## src/rtl/render_pkg.sv

```systemverilog
// Shared definitions for the frame sequencer and the pixel render engine.
// Latency: n/a (constants and pure field helpers only).
// Backpressure: n/a.
package render_pkg;

    // Frame sequencer state encoding
    localparam logic [2:0] ST_IDLE  = 3'd0;
    localparam logic [2:0] ST_CLEAR = 3'd1;
    localparam logic [2:0] ST_FETCH = 3'd2;
    localparam logic [2:0] ST_LOAD  = 3'd3;
    localparam logic [2:0] ST_ISSUE = 3'd4;
    localparam logic [2:0] ST_DRAIN = 3'd5;
    localparam logic [2:0] ST_DONE  = 3'd6;

    // Sprite entry layout (32-bit entry), shared with the render engine
    localparam int SPR_ENTRY_W = 32;
    localparam int SPR_EN_BIT  = 31;
    localparam int SPR_X_LSB   = 0;
    localparam int SPR_X_W     = 10;
    localparam int SPR_Y_LSB   = 10;
    localparam int SPR_Y_W     = 9;
    localparam int SPR_ID_LSB  = 19;
    localparam int SPR_ID_W    = 6;
    localparam int SPR_PAL_LSB = 25;
    localparam int SPR_PAL_W   = 4;

    function automatic logic spr_enabled(input logic [SPR_ENTRY_W-1:0] e);
        return e[SPR_EN_BIT];
    endfunction

    function automatic logic [SPR_X_W-1:0] spr_x(input logic [SPR_ENTRY_W-1:0] e);
        return e[SPR_X_LSB +: SPR_X_W];
    endfunction

    function automatic logic [SPR_Y_W-1:0] spr_y(input logic [SPR_ENTRY_W-1:0] e);
        return e[SPR_Y_LSB +: SPR_Y_W];
    endfunction

    function automatic logic [SPR_ID_W-1:0] spr_id(input logic [SPR_ENTRY_W-1:0] e);
        return e[SPR_ID_LSB +: SPR_ID_W];
    endfunction

    function automatic logic [SPR_PAL_W-1:0] spr_pal(input logic [SPR_ENTRY_W-1:0] e);
        return e[SPR_PAL_LSB +: SPR_PAL_W];
    endfunction

endpackage

```

## src/rtl/frame_clear_gen.sv

```systemverilog
// Framebuffer clear address generator: walks 0..CLR_WORDS-1 once per start pulse.
// Latency: clr_valid rises the cycle after start; one word per cycle with clr_ready high.
// Backpressure: clr_addr holds while clr_ready is low; last pulses on the final acceptance.
module frame_clear_gen #(
    parameter int CLR_WORDS = 4800,
    parameter int CLR_AW    = 13
) (
    input  logic              clk,
    input  logic              rst_n,
    input  logic              start,
    input  logic              clr_ready,
    output logic              clr_valid,
    output logic [CLR_AW-1:0] clr_addr,
    output logic              last
);

    localparam logic [CLR_AW-1:0] LAST_ADDR = CLR_AW'(CLR_WORDS - 1);
    localparam logic [CLR_AW-1:0] ADDR_ONE  = CLR_AW'(1);

    logic active;

    // Run flag and address counter; address returns to 0 after the final word
    always_ff @(posedge clk or negedge rst_n) begin
        if (!rst_n) begin
            active   <= 1'b0;
            clr_addr <= '0;
        end else if (start) begin
            active   <= 1'b1;
            clr_addr <= '0;
        end else if (active && clr_ready) begin
            if (clr_addr == LAST_ADDR) begin
                active   <= 1'b0;
                clr_addr <= '0;
            end else begin
                clr_addr <= clr_addr + ADDR_ONE;
            end
        end
    end

    // Request and end-of-pass indication
    always_comb begin
        clr_valid = active;
        last      = active && clr_ready && (clr_addr == LAST_ADDR);
    end

endmodule

```

## src/rtl/frame_render_ctrl.sv

```systemverilog
// Per-frame sequencer: on vsync fall, optional clear, then one draw command per enabled sprite.
// Latency: 3 cycles per enabled sprite minimum (fetch/load/issue), 2 per skipped sprite.
// Backpressure: cmd_valid/cmd_data held until cmd_ready; clear stalls on clr_ready; drain on eng_busy.
// Build option: define FRAME_CLEAR_EN to include the framebuffer clear pass.
module frame_render_ctrl #(
    parameter int MAX_SPR   = 16,
    parameter int SPR_AW    = 4,
    parameter int SPR_DW    = 32,
    parameter int CLR_WORDS = 4800,
    parameter int CLR_AW    = 13
) (
    input  logic              clk,
    input  logic              RSTN,
    input  logic              vs_in,
    input  logic [SPR_AW:0]   spr_count,
    output logic [SPR_AW-1:0] tbl_addr,
    input  logic [SPR_DW-1:0] tbl_data,
    output logic              cmd_valid,
    input  logic              cmd_ready,
    output logic [SPR_DW-1:0] cmd_data,
    input  logic              eng_busy,
    output logic              clr_valid,
    input  logic              clr_ready,
    output logic [CLR_AW-1:0] clr_addr,
    input  logic              ovr_clr,
    output logic              busy,
    output logic              frame_done,
    output logic              overrun
);

    import render_pkg::*;

    localparam logic [SPR_AW:0]   MAX_N   = (SPR_AW+1)'(MAX_SPR);
    localparam logic [SPR_AW:0]   N_ONE   = (SPR_AW+1)'(1);
    localparam logic [SPR_AW-1:0] IDX_ONE = SPR_AW'(1);

    logic [2:0]        state;
    logic [2:0]        state_nxt;
    logic              vs_q;
    logic              trig;
    logic [SPR_AW:0]   n_q;
    logic [SPR_AW:0]   n_new;
    logic [SPR_AW-1:0] idx;
    logic              last_idx;
    logic              spr_en;
    logic              step_idx;

    // Frame trigger, clamped count and per-entry decode
    always_comb begin
        trig     = vs_q & ~vs_in;
        n_new    = (spr_count > MAX_N) ? MAX_N : spr_count;
        // n_q >= 1 whenever this is consulted, so the subtraction cannot underflow in use
        last_idx = ({1'b0, idx} == (n_q - N_ONE));
        spr_en   = tbl_data[SPR_DW-1];
        step_idx = ((state == ST_LOAD) && !spr_en) || ((state == ST_ISSUE) && cmd_ready);
    end

`ifdef FRAME_CLEAR_EN
    logic clr_start;
    logic clr_last;

    assign clr_start = (state == ST_IDLE) && trig;

    frame_clear_gen #(
        .CLR_WORDS (CLR_WORDS),
        .CLR_AW    (CLR_AW)
    ) u_clear (
        .clk       (clk),
        .rst_n     (RSTN),
        .start     (clr_start),
        .clr_ready (clr_ready),
        .clr_valid (clr_valid),
        .clr_addr  (clr_addr),
        .last      (clr_last)
    );
`else
    localparam int unused_clr_words = CLR_WORDS;
    logic unused_clr_ready;

    assign unused_clr_ready = clr_ready;
    assign clr_valid        = 1'b0;
    assign clr_addr         = '0;
`endif

    // State register
    always_ff @(posedge clk or negedge RSTN) begin
        if (!RSTN) begin
            state <= ST_IDLE;
        end else begin
            state <= state_nxt;
        end
    end

    // Next-state logic
    always_comb begin
        state_nxt = state;
        case (state)
            ST_IDLE: begin
                if (trig) begin
`ifdef FRAME_CLEAR_EN
                    state_nxt = ST_CLEAR;
`else
                    state_nxt = (n_new == '0) ? ST_DRAIN : ST_FETCH;
`endif
                end
            end
`ifdef FRAME_CLEAR_EN
            ST_CLEAR: begin
                if (clr_last) begin
                    state_nxt = (n_q == '0) ? ST_DRAIN : ST_FETCH;
                end
            end
`endif
            ST_FETCH: state_nxt = ST_LOAD;
            ST_LOAD: begin
                if (spr_en) begin
                    state_nxt = ST_ISSUE;
                end else begin
                    state_nxt = last_idx ? ST_DRAIN : ST_FETCH;
                end
            end
            ST_ISSUE: begin
                if (cmd_ready) begin
                    state_nxt = last_idx ? ST_DRAIN : ST_FETCH;
                end
            end
            ST_DRAIN: begin
                if (!eng_busy) begin
                    state_nxt = ST_DONE;
                end
            end
            ST_DONE: state_nxt = ST_IDLE;
            default: state_nxt = ST_IDLE;
        endcase
    end

    // State-decoded outputs
    always_comb begin
        busy       = (state != ST_IDLE);
        frame_done = (state == ST_DONE);
        tbl_addr   = (state == ST_FETCH) ? idx : '0;
    end

    // Vsync edge detector; idles high so a held-low vsync at reset release is not a trigger
    always_ff @(posedge clk or negedge RSTN) begin
        if (!RSTN) begin
            vs_q <= 1'b1;
        end else begin
            vs_q <= vs_in;
        end
    end

    // Sprite count latch and entry index; index stops at the last entry instead of wrapping
    always_ff @(posedge clk or negedge RSTN) begin
        if (!RSTN) begin
            n_q <= '0;
            idx <= '0;
        end else if ((state == ST_IDLE) && trig) begin
            n_q <= n_new;
            idx <= '0;
        end else if (step_idx && !last_idx) begin
            idx <= idx + IDX_ONE;
        end
    end

    // Draw command register, held stable across backpressure
    always_ff @(posedge clk or negedge RSTN) begin
        if (!RSTN) begin
            cmd_valid <= 1'b0;
            cmd_data  <= '0;
        end else if ((state == ST_LOAD) && spr_en) begin
            cmd_valid <= 1'b1;
            cmd_data  <= tbl_data;
        end else if ((state == ST_ISSUE) && cmd_ready) begin
            cmd_valid <= 1'b0;
        end
    end

    // Sticky overrun: a trigger outside IDLE (including DONE) is dropped and flagged; set beats clear
    always_ff @(posedge clk or negedge RSTN) begin
        if (!RSTN) begin
            overrun <= 1'b0;
        end else if (trig && (state != ST_IDLE)) begin
            overrun <= 1'b1;
        end else if (ovr_clr) begin
            overrun <= 1'b0;
        end
    end

endmodule

```

## config.mk

```make
export PLATFORM = sky130hd
export DESIGN_NAME = frame_render_ctrl
export DESIGN_NICKNAME = d
export VERILOG_FILES = /design/src/rtl/render_pkg.sv /design/src/rtl/frame_clear_gen.sv /design/src/rtl/frame_render_ctrl.sv
export SDC_FILE = /design/constraint.sdc
export NUM_CORES = 1
export LEC_CHECK = 0
export ABC_AREA = 1
export CAP_MARGIN = 20
export CORE_ASPECT_RATIO = 1.75
export CORE_MARGIN = 4
export CORE_UTILIZATION = 38
export CTS_CLUSTER_SIZE = 12
export DETAILED_ROUTE_END_ITERATION = 10
export GPL_ROUTABILITY_DRIVEN = 0
export GPL_TIMING_DRIVEN = 1
export PLACE_DENSITY = 0.75
export RECOVER_POWER = 100
export SYNTH_ARGS = -nofsm -noshare
export SYNTH_HDL_FRONTEND = slang
export SYNTH_SLANG_ARGS = --single-unit
```

## constraint.sdc

```tcl
create_clock -name clk -period 1.5 [get_ports clk]
set_input_delay 0.225 -clock clk [delete_from_list [all_inputs] [get_ports clk]]
set_output_delay 0.225 -clock clk [all_outputs]
set_load 0.03 [all_outputs]
```

=== After elaboration in Yosys (flattened, before gate mapping) ===
Index checks and enable logic that the tools add are counted.

* Order comparisons: 1
* Equality and inequality tests: 9
* Reductions and logical operators: 16
* $add $sub $neg: 2
* Bitwise gates (word level): 2
* Multiplexer cells: 15

{| class="wikitable"
|+ Operator list
! cell !! count
|-
| $mux W3 || 6
|-
| $pmux W3 S5 || 1
|-
| $mux W4 || 3
|-
| $eq A3 B3 Y1 const B || 3
|-
| $eq A3 B2 Y1 const B || 2
|-
| $logic_and A1 B1 Y1 || 6
|-
| $ne A2 B2 Y1 const B || 3
|-
| $reduce_bool A2 Y1 || 3
|-
| $eq A4 B5 Y1 || 1
|-
| $gt A5 B5 Y1 const B || 1
|-
| $logic_not A5 Y1 || 1
|-
| $mux W5 || 1
|-
| $sub A5 B1 Y5 const B || 1
|-
| $add A4 B1 Y4 const B || 1
|-
| $mux W1 || 4
|-
| $logic_not A3 Y1 || 1
|-
| $reduce_and A3 Y1 || 1
|-
| $reduce_bool A3 Y1 || 1
|-
| $logic_not A1 Y1 || 2
|-
| $and A1 B1 Y1 || 1
|-
| $logic_or A1 B1 Y1 || 1
|-
| $not A1 Y1 || 1
|}

* Output and inout bits: 54
* Word-level logic and storage cells: 52
* Bits in registers: 47
* Bits of input ports: 44

=== Logic depth before layout (Yosys ltp) ===
Gate-level depths: netlist of the first run.

* Depth in word-level cells: 6
* Depth in mapped cells: 12

=== Worst setup path after synthesis of the first run ===
Ideal clock, no wire load.

* Path kind: flip-flop to flip-flop
* Start point: register n_q[0]
* End point: register idx[0]
* Required time: 1.373 ns
* Path slack: -0.103 ns
* Buffers on the path: 0
* Data arrival time: 1.476 ns
* Stages on the path, launching flop included: 13
* Period minus slack after synthesis: 1.603 ns
* Cell sequence: dfrtp_1 inv_1 ha_1 nand2_1 inv_1 nor2_1 nand3_1 nor2_2 nand2_1 nand2_1 nand2_2 nand3_1 o21ai_0

* Word-level cells in the longest chain between the ends: 5

{| class="wikitable"
|+ RTL lines
! element !! RTL line !! RTL
|-
| start: declaration || frame_render_ctrl.sv:41 || <nowiki>logic [SPR_AW:0] n_q;</nowiki>
|-
| start signal: assignment || frame_render_ctrl.sv:159 || <nowiki>n_q <= n_new;</nowiki>
|-
| $sub A5 B1 Y5 || frame_render_ctrl.sv:53 || <nowiki>last_idx = ({1'b0, idx} == (n_q - N_ONE));</nowiki>
|-
| $eq A4 B5 Y1 || frame_render_ctrl.sv:53 ||
|-
| $logic_not A1 Y1 || frame_render_ctrl.sv:161 || <nowiki>end else if (step_idx && !last_idx) begin</nowiki>
|-
| $logic_and A1 B1 Y1 || frame_render_ctrl.sv:161 ||
|-
| $reduce_bool A2 Y1 (no source line) || n/a ||
|-
| end signal: assignment || frame_render_ctrl.sv:162 || <nowiki>idx <= idx + IDX_ONE;</nowiki>
|-
| end: declaration || frame_render_ctrl.sv:43 || <nowiki>logic [SPR_AW-1:0] idx;</nowiki>
|}

No other way between the ends.
A chain may end at the register's enable or synchronous reset.

=== Final worst setup path of the first run ===
* Start point: register n_q[0]
* End point: register idx[2]

The elaborated chain is that of the path after synthesis.

==> impl_metrics.json, run 1 <==
{
  "drc_errors": 0,
  "dr.pass1.iters": 5,
  "crit_required_ns": 1.68,
  "start_util": 0.3975,
  "power_uw": 7624,
  "htreeDepth": 2,
  "violations": "negative setup slack",
  "synth_seq_cells": 47,
  "grt.total_usage": 0.1581,
  "outcome": "finished, violations left",
  "synth_seq_area_share": 0.5219,
  "clkSinkCount": 47,
  "dieArea_um2": 7282,
  "worst_setup_path_start_kind": "flip-flop",
  "routed.top_layer": "met4",
  "syn-instance-count": 220,
  "cp.arrival_ns": 1.81,
  "rows": 36,
  "core_area_um2": 5675,
  "endpoint_kind": "flip-flop",
  "postRouteAntennaNets": 0,
  "hold_ws_ns": 0.4733,
  "tightest_slew_ns": 0.6920,
  "cts_buffers": 5,
  "synth_top_area_cell": "dfrtp_1",
  "clock-root-buffer": "clkbuf_8",
  "drv_slew": 0,
  "setup-violations-final": 11,
  "grt-ovfl-total": 0,
  "dieWidth_um": 66.25,
  "synth_area_leaders": "dfrtp_1, mux2_2, nand2_1, buf_4, inv_1",
  "min_period_ns": 1.624,
  "drv_cap": 0,
  "p_per_area_nw_per_um2": 2073,
  "drt_iter0_markers": 86,
  "diodes": 0,
  "synthArstFlopShare": 1.000,
  "relSlewSlack": 0.5386,
  "nets": 382,
  "synth_common_cells": "dfrtp_1, nand2_1, mux2_2",
  "wl_met1_mm": 1.988,
  "min_path_type": "input pin to asynchronous set/reset pin",
  "fill_cells": 488,
  "synthDistinctLibCells": 28,
  "wl_per_cell_um": 14.19,
  "clock_insertion_delay_worst_skew_ns": 0.30,
  "setup_ws_ns": -0.1235,
  "yosysMostFrequentCell": "dfrtp_1",
  "cts.path.max_buffers": 2,
  "max_freq_mhz": 616.0,
  "grt_max_degree": 22,
  "met3_length_um": 355,
  "synth_edf_count": 0,
  "drt_wl_total_mm": 5.859,
  "clk_pin_slew_ns": 0.09,
  "hold_viol": 0,
  "grt_setup_unrepaired": "true",
  "internal-power_uw": 4274,
  "finalCritPeriodShare": 1.082,
  "dp_hpwl_mm": 4.349,
  "tritoncts": "yes",
  "crit_type": "flip-flop to flip-flop",
  "synth_top_area_frac": 0.5103,
  "grt_pass1_vias": 2008,
  "yosys_warnings": 0,
  "seqPwrFrac": 0.291,
  "vias": 1901,
  "leakage_uw": 0.001764,
  "ys.flop_type": "dfrtp_1",
  "chipHeight_um": 109.9,
  "switchingPower_uw": 3350,
  "via_per_inst": 4.603,
  "antenna_found_initial": 0,
  "ios": 98,
  "wl_met2_mm": 3.452,
  "p_comb_frac": 0.581,
  "p_clk_frac": 0.128,
  "port_buffers": 82,
  "area_delta_synth_final_pct": 63.06,
  "swShare": 0.4394,
  "finalSetupTns_ns": -0.8697,
  "peakVddDrop_v": 0.001358,
  "cp_max_fo": 7,
  "skew_ns": 0.009182,
  "grt_pass1_wl_mm": 8.880,
  "avgSynthCellArea_um2": 10.25,
  "final_layout_size_suffix_gt1_frac": 0.3412,
  "syn_area_um2": 2256
}
## registers in the layout (all words and copies together), names as in the netlist
name       count
overrun        1
state          3
vs_q           1
cmd_data      32
cmd_valid      1
n_q            5
idx            4
## cell families (layout without fill, tap and decap cells)
family / Yosys count / after routing / share of synthesized area
adders and majority gates: 2 / 2 / 0.01109
AOI/OAI and AO/OA: 17 / 17 / 0.04216
buffers and inverters: 45 / 149 / 0.1093
and+or+nand+nor: 74 / 74 / 0.1475
muxes: 31 / 31 / 0.1547
xor gates and xnor gates: 3 / 3 / 0.01165
other: 1 / 14 / 0.001662
DFF: 47 / 47 / 0.5219
## worst max-delay path: stages (launching register included)
cell and delay, ns:
dfrtp_1 0.40, inv_2 0.08, ha_4 0.20, nand2_2 0.07
inv_2 0.04, nor2_2 0.09, nand3_2 0.10, nor2_4 0.11
nand2_2 0.09, nand2_2 0.09, nand2_4 0.09, nand3_2 0.09
o21ai_2 0.05
## repair_timing
item / in CTS / in global routing
pin swaps: 11 / 11
gates cloned: 0 / 3
endpoints found under the setup margin: 46 / 45
hold buffers: 1 / 0
resized for setup: 64 / 22
endpoints found under the hold margin: 10 / 0
setup buffers: 4 / 5
## through the flow
| step | instance area (um^2) | std cells | utilization | setup slack, ns |
|---|---|---|---|---|
| 2_1_floorplan | 2317 | 233 | - | -0.01646 |
| 3_3_place_gp | 3307 | 392 | 0.5827 | -0.03674 |
| 3_5_place_dp | 3307 | 392 | 0.5827 | -0.06565 |
| 4_1_cts | 3517 | 405 | 0.6197 | -0.08646 |
| 5_1_grt | 3679 | 413 | 0.6481 | -0.2311 |
| 6_report | 3679 | 413 | 0.6481 | -0.1235 |
## path summary, 6_finish.rpt
kind / endpoint / from / depth (start not counted) / slack [ns]
worst min register to register: cmd_valid / cmd_valid / 2 / 0.48
worst min-delay path: overrun / RSTN / 2 / 0.47
worst max-delay path: idx[2] / n_q[0] / 12 / -0.12
max in group asynchronous: cmd_data[25] / RSTN / 3 / 0.20
min in group clk: cmd_valid / cmd_valid / 2 / 0.48
worst max register to register: idx[2] / n_q[0] / 12 / -0.12
## power by group through the flow
stage                     logic (uW)  clock network [uW]  registers (uW)
after floorplan                 1540                   0            3070
after global placement          4060                   0            2200
after detailed placement        4120                   0            2240
after CTS                       4100                1020            2200
after global routing            4770                1070            2290
final                           4430                 978            2220
## cell type report
cell class / instances / area [um^2] / share of cell area
clock buffer: 6 / 82.58 / 0.02245
clock inverter: 2 / 38.79 / 0.01054
inverter: 28 / 112.6 / 0.03061
multi-input combinational: 141 / 1042 / 0.2833
sequential: 47 / 1180 / 0.3207
tap: 76 / 95.09 / 0.02585
timing repair buffer: 113 / 1127 / 0.3065
## layout by cell type (no fill, tap or decap), types with 2 or more instances in the layout
cell type        synthesis  final
dfrtp_1                 46     44
clkdlybuf4s50_1          0     40
dlygate4sd2_1            0     34
nand2_1                 37     31
mux2_2                  30     30
inv_1                   27     21
buf_4                   14     21
conb_1                   1     14
nor2_4                   1      8
nand3_1                 14      8
buf_12                   0      7
nand2_2                  1      6
clkbuf_8                 1      6
nor2_1                  12      5
inv_2                    1      5
nand3_2                  1      5
a21oi_1                  4      4
o21ai_1                  0      4
buf_6                    2      4
o22ai_1                  3      3
o21ai_2                  1      3
nand3_4                  0      2
nor2_2                   2      2
nor3_1                   3      2
nand4_1                  2      2
xor2_1                   2      2
o21ai_0                  8      2
clkbuf_16                0      2
dlygate4sd3_1            0      2
dfrtp_2                  0      2
## per-layer routing
metal / GRT usage / vias to the layer above
met1: 0.1587 / 898
met5: 0 / -
met2: 0.3120 / 77
li1: - / 919
met4: 0.04215 / 0
met3: 0.03783 / 7
Power figures use the tool's default switching activity.
==> run 2: changes to the inputs <==
--- a/config.mk
+++ b/config.mk
@@ -7,7 +7,7 @@
 export LEC_CHECK = 0
 export ABC_AREA = 1
 export CAP_MARGIN = 20
-export CORE_ASPECT_RATIO = 1.75
+export CORE_ASPECT_RATIO = 0.75
 export CORE_MARGIN = 4
 export CORE_UTILIZATION = 38
 export CTS_CLUSTER_SIZE = 12
@@ -16,6 +16,7 @@
 export GPL_TIMING_DRIVEN = 1
 export PLACE_DENSITY = 0.75
 export RECOVER_POWER = 100
+export SLEW_MARGIN = 25
 export SYNTH_ARGS = -nofsm -noshare
 export SYNTH_HDL_FRONTEND = slang
 export SYNTH_SLANG_ARGS = --single-unit
==> impl_metrics.json, run 2 (synthesis gave the netlist of run 1 again) <==
{
  "rows": 24,
  "dieArea_um2": 7246,
  "clock_insertion_delay_worst_skew_ns": 0.30,
  "slowest_delay_ns": 0.42,
  "grt-ovfl-total": 0,
  "dr.pass1.iters": 4,
  "cts_buffers": 5,
  "grt.total_usage": 0.1446,
  "grt_pass1_vias": 1825,
  "tightest_slew_ns": 0.5043,
  "postLayoutCellArea_um2": 3575,
  "grt_max_degree": 28,
  "cp_num_buf_inv": 3,
  "violations": "negative setup slack",
  "finalCritPeriodShare": 1.052,
  "endpoint_kind": "flip-flop",
  "hold_viol": 0,
  "cp_top_family": "buffers and inverters",
  "drc_errors": 0,
  "regMostFlops": "cmd_data",
  "cp_slowest_cell": "dfrtp_1",
  "crit_required_ns": 1.69,
  "drv_slew": 0,
  "relSlewSlack": 0.6638,
  "grt_setup_unrepaired": "true",
  "largest_register_ffs": 32,
  "htreeDepth": 2,
  "chipHeight_um": 74.73,
  "finalSetupTns_ns": -1.081,
  "hold_ws_ns": 0.4273,
  "cp.arrival_ns": 1.76,
  "drv_cap": 0,
  "port_buffers": 82,
  "final_layout_size_suffix_gt1_frac": 0.3373,
  "grt_pass1_wl_mm": 8.500,
  "setup-violations-final": 24,
  "path_cells": "buf_2 -> nand3_2 -> inv_4 -> nand2_8 -> clkbuf_2 -> mux2_2",
  "nets": 380,
  "max_freq_mhz": 633.6,
  "core_area_um2": 5796,
  "clk_pin_slew_ns": 0.09,
  "dp_hpwl_mm": 3.973,
  "clkSinkCount": 47,
  "worst_setup_path_start_kind": "flip-flop",
  "postRouteAntennaNets": 0,
  "diodes": 0,
  "start_util": 0.3892,
  "drt_iter0_markers": 41,
  "setup_ws_ns": -0.07833,
  "dieWidth_um": 96.97,
  "tritoncts": "yes",
  "final_common_cell": "dfrtp_1",
  "place_area_um2": 3252,
  "skew_ns": 0.005901,
  "min_period_ns": 1.578,
  "cts.path.max_buffers": 2,
  "via_per_inst": 4.569,
  "area_delta_synth_final_pct": 58.46,
  "peakVddDrop_v": 0.001119,
  "vias": 1887,
  "min_path_type": "input pin to asynchronous set/reset pin",
  "crit_type": "flip-flop to flip-flop",
  "final_cell_mix": "dfrtp_1, clkdlybuf4s50_1, dlygate4sd2_1, mux2_2, nand2_1",
  "antenna_found_initial": 0,
  "startpoint": "state[1]",
  "reg_top3": "cmd_data (32), n_q (5), idx (4)",
  "timing.rr.start": "state[1]",
  "p_per_area_nw_per_um2": 2059,
  "clock-root-buffer": "clkbuf_8",
  "outcome": "finished, violations left",
  "cp_max_fo": 6,
  "wl_per_cell_um": 13.97,
  "drt_wl_total_mm": 5.770,
  "ios": 98,
  "leakage_uw": 0.001730
}
## run 2: layer usage
metal	vias to the layer above	GRT usage	share of wire	routed length, um
li1	911	-	-	-
met1	903	0.1913	0.44	2549
met2	70	0.2431	0.48	2776
met3	3	0.04444	0.073	424
met4	0	0.02336	0.0035	20
met5	-	0	0	0
## run 2: final timing paths
check,to,slack (ns),cells after the start
max,cmd_data[0],-0.08,6
min,state[2],0.43,2
max reg2reg,cmd_data[0],-0.08,6
min reg2reg,cmd_valid,0.48,2
max in group asynchronous,cmd_data[8],0.24,3
min in group clk,cmd_valid,0.48,2
## run 2: worst register-to-register path, cell delays in order (launching register included)
cell	delay (ns)
dfrtp_1	0.42
buf_2	0.17
nand3_2	0.13
inv_4	0.06
nand2_8	0.09
clkbuf_2	0.24
mux2_2	0.36
## run 2: area by class of cell
| cell class | instances | area (um^2) |
|---|---|---|
| repair buffers | 111 | 1065 |
| multi-input cells | 141 | 1012 |
| fillers | 518 | 2221 |
| well taps | 78 | 97.59 |
| flip-flops and latches | 47 | 1177 |
| inverters | 28 | 110.1 |
| clock buffers | 5 | 68.82 |
| clock inverters | 3 | 43.79 |
## run 2: timing repair
| action | in CTS | in global routing |
|---|---|---|
| gates resized for setup | 61 | 20 |
| endpoints found under the setup margin | 45 | 43 |
| pin swaps | 9 | 11 |
| cloned | 0 | 3 |
| hold buffers | 1 | 0 |
| endpoints found under the hold margin | 16 | 0 |
| setup buffers | 6 | 2 |
## run 2: where the power goes
part | switching (uW) | internal (uW) | total, uW
clock | 435 | 497 | 931
sequential | 361 | 1850 | 2210
combinational | 2450 | 1770 | 4220
total | 3240 | 4120 | 7360
## run 2: metrics by stage
| stage | total power [uW] | worst slack, ns | std cells | utilization |
|---|---|---|---|---|
| finish | 7361 | -0.07833 | 413 | 0.6168 |
| global route | 7838 | -0.1754 | 413 | 0.6168 |
| CTS | 7173 | -0.06299 | 408 | 0.5967 |
| detailed placement | 6253 | -0.09215 | 393 | 0.5611 |
| global placement | 6150 | -0.02724 | 393 | 0.5611 |
| floorplan | 4613 | -0.01646 | 233 | - |
==> run 3: changes to the inputs <==
--- a/config.mk
+++ b/config.mk
@@ -8,7 +8,7 @@
 export ABC_AREA = 1
 export CAP_MARGIN = 20
 export CORE_ASPECT_RATIO = 0.75
-export CORE_MARGIN = 4
+export CORE_MARGIN = 2
 export CORE_UTILIZATION = 38
 export CTS_CLUSTER_SIZE = 12
 export DETAILED_ROUTE_END_ITERATION = 10
==> impl_metrics.json, run 3 (synthesis gave the netlist of run 1 again) <==
{
  "chipHeight_um": 70.73,
  "cts.path.max_buffers": 2,
  "hold_start": "cmd_valid",
  "diodes": 0,
  "drv_cap": 0,
  "timing.rr.start": "state[2]",
  "dr.pass1.iters": 4,
  "endpoint_kind": "flip-flop",
  "tritoncts": "yes",
  "rr_endpoint": "cmd_data[11]",
  "outcome": "finished, violations left",
  "grt-ovfl-total": 0,
  "htreeDepth": 2,
  "path_cells": "inv_2 -> buf_4 -> nand3_2 -> inv_1 -> nand2_8 -> clkbuf_8 -> mux2_1",
  "cts_buffers": 5,
  "min_path_type": "flip-flop to flip-flop",
  "dp_hpwl_mm": 3.884,
  "finalCritPeriodShare": 1.060,
  "slowest_delay_ns": 0.41,
  "crit_required_ns": 1.69,
  "cp_num_buf_inv": 4,
  "postRouteAntennaNets": 0,
  "final_cell_mix": "dfrtp_1, clkdlybuf4s50_1, dlygate4sd2_1, mux2_2, nand2_1",
  "cp_max_fo": 8,
  "setup_ws_ns": -0.09013,
  "dieWidth_um": 92.97,
  "reg_top3": "cmd_data (32), n_q (5), idx (4)",
  "p_per_area_nw_per_um2": 2027,
  "grt_setup_unrepaired": "true",
  "cp.arrival_ns": 1.78,
  "clock-root-buffer": "clkbuf_8",
  "clk_pin_slew_ns": 0.08,
  "grt_pass1_wl_mm": 8.935,
  "crit_type": "flip-flop to flip-flop",
  "crit_path_end": "cmd_data[11]",
  "drt_wl_total_mm": 5.611,
  "min_period_ns": 1.590,
  "cp_slowest_cell": "dfrtp_1",
  "crit_cells": 7,
  "core_area_um2": 5766,
  "fin_util": 0.6382,
  "final_common_cell": "dfrtp_1",
  "start_util": 0.3913,
  "ios": 98,
  "drc_errors": 0,
  "hold_viol": 0,
  "clkSinkCount": 47,
  "grt_pass1_vias": 1969,
  "grt_max_degree": 32,
  "tightest_slew_ns": 1.044,
  "leakage_uw": 0.001751,
  "max_freq_mhz": 628.9,
  "dieArea_um2": 6575,
  "regMostFlops": "cmd_data",
  "finalSetupTns_ns": -1.560,
  "ff2ff_path_depth": 7,
  "dpl.cell_count": 391,
  "r2r_slack_ns": -0.09,
  "grt.total_usage": 0.1696,
  "port_buffers": 82,
  "stdcell_count": 412,
  "peakVddDrop_v": 0.001103,
  "fill_cells": 484,
  "cp_top_family": "buffers and inverters",
  "final_layout_size_suffix_gt1_frac": 0.3683,
  "skew_ns": 0.006489,
  "largest_register_ffs": 32,
  "via_per_inst": 4.558,
  "violations": "negative setup slack",
  "rows": 24,
  "clock_insertion_delay_worst_skew_ns": 0.30,
  "worst_setup_path_start_kind": "flip-flop",
  "setup-violations-final": 45,
  "drt_iter0_markers": 68,
  "antenna_found_initial": 0,
  "nets": 379,
  "vias": 1878,
  "drv_slew": 0,
  "startpoint": "state[2]",
  "area_delta_synth_final_pct": 63.12,
  "relSlewSlack": 0.3043,
  "wl_per_cell_um": 13.62
}
run 3: cell count changes in the layout (fill, tap and decap cells not counted), moves of 3 or more:
cell,change
o21ai_2,+3
buf_12,+4
clkbuf_2,-4
nand3_2,+3
nand3_1,-3
run 3: repair_timing:
action	CTS	global route
endpoints found under the hold margin	15	0
endpoints found under the setup margin	46	49
setup buffers	4	6
hold buffers	1	0
pin swaps	6	15
cloned	0	2
resized for setup	65	35
run 3: final cells by class:
| class | count | area (um^2) | area share |
|---|---|---|---|
| clock buffer | 7 | 86.33 | 0.02346 |
| clock inverter | 1 | 8.758 | 0.002380 |
| multi-input combinational | 141 | 1092 | 0.2968 |
| timing repair buffer | 110 | 1105 | 0.3002 |
| tap | 78 | 97.59 | 0.02652 |
| inverter | 28 | 111.4 | 0.03026 |
| sequential | 47 | 1179 | 0.3203 |
run 3: worst reg2reg max path: cells and delay by family (launching register included):
family                 cells  cell delay (ns)
multiplexers               1             0.31
AND/OR/NAND/NOR            2             0.20
buffers and inverters      4             0.57
flip-flops                 1             0.41
run 3: metal layers:
metal	track usage	wire length, um	vias to the layer above
li1	-	-	910
met1	0.2028	2365	906
met2	0.2826	2748	56
met3	0.07774	457	6
met4	0.03922	40	0
met5	0	0	-
run 3: power breakdown:
| group | internal [uW] | switching (uW) |
|---|---|---|
| clock network | 378 | 430 |
| registers | 1850 | 366 |
| logic | 1830 | 2600 |
| total | 4060 | 3390 |
run 3: per-stage QoR:
| stage | instance area (um^2) | setup WS (ns) | total power (uW) | hold WS [ns] |
|---|---|---|---|---|
| CTS | 3461 | -0.08810 | 7070 | 0.3562 |
| detailed placement | 3274 | -0.1033 | 6268 | 0.1920 |
| floorplan | 2317 | -0.01646 | 4613 | -0.07059 |
| global route | 3680 | -0.2012 | 7956 | 0.4889 |
| finish | 3680 | -0.09013 | 7457 | 0.4755 |
| global placement | 3274 | -0.02575 | 6171 | 0.1799 |
run 3: worst min path at each step:
stage          cells after the start  slack, ns            to
2_1_floorplan                      0      -0.07   cmd_data[0]
3_3_place_gp                       1       0.18  cmd_data[14]
3_5_place_dp                       1       0.19  cmd_data[14]
4_1_cts                            1       0.36          vs_q
5_1_grt                            2       0.49       overrun
6_report                           2       0.48     cmd_valid
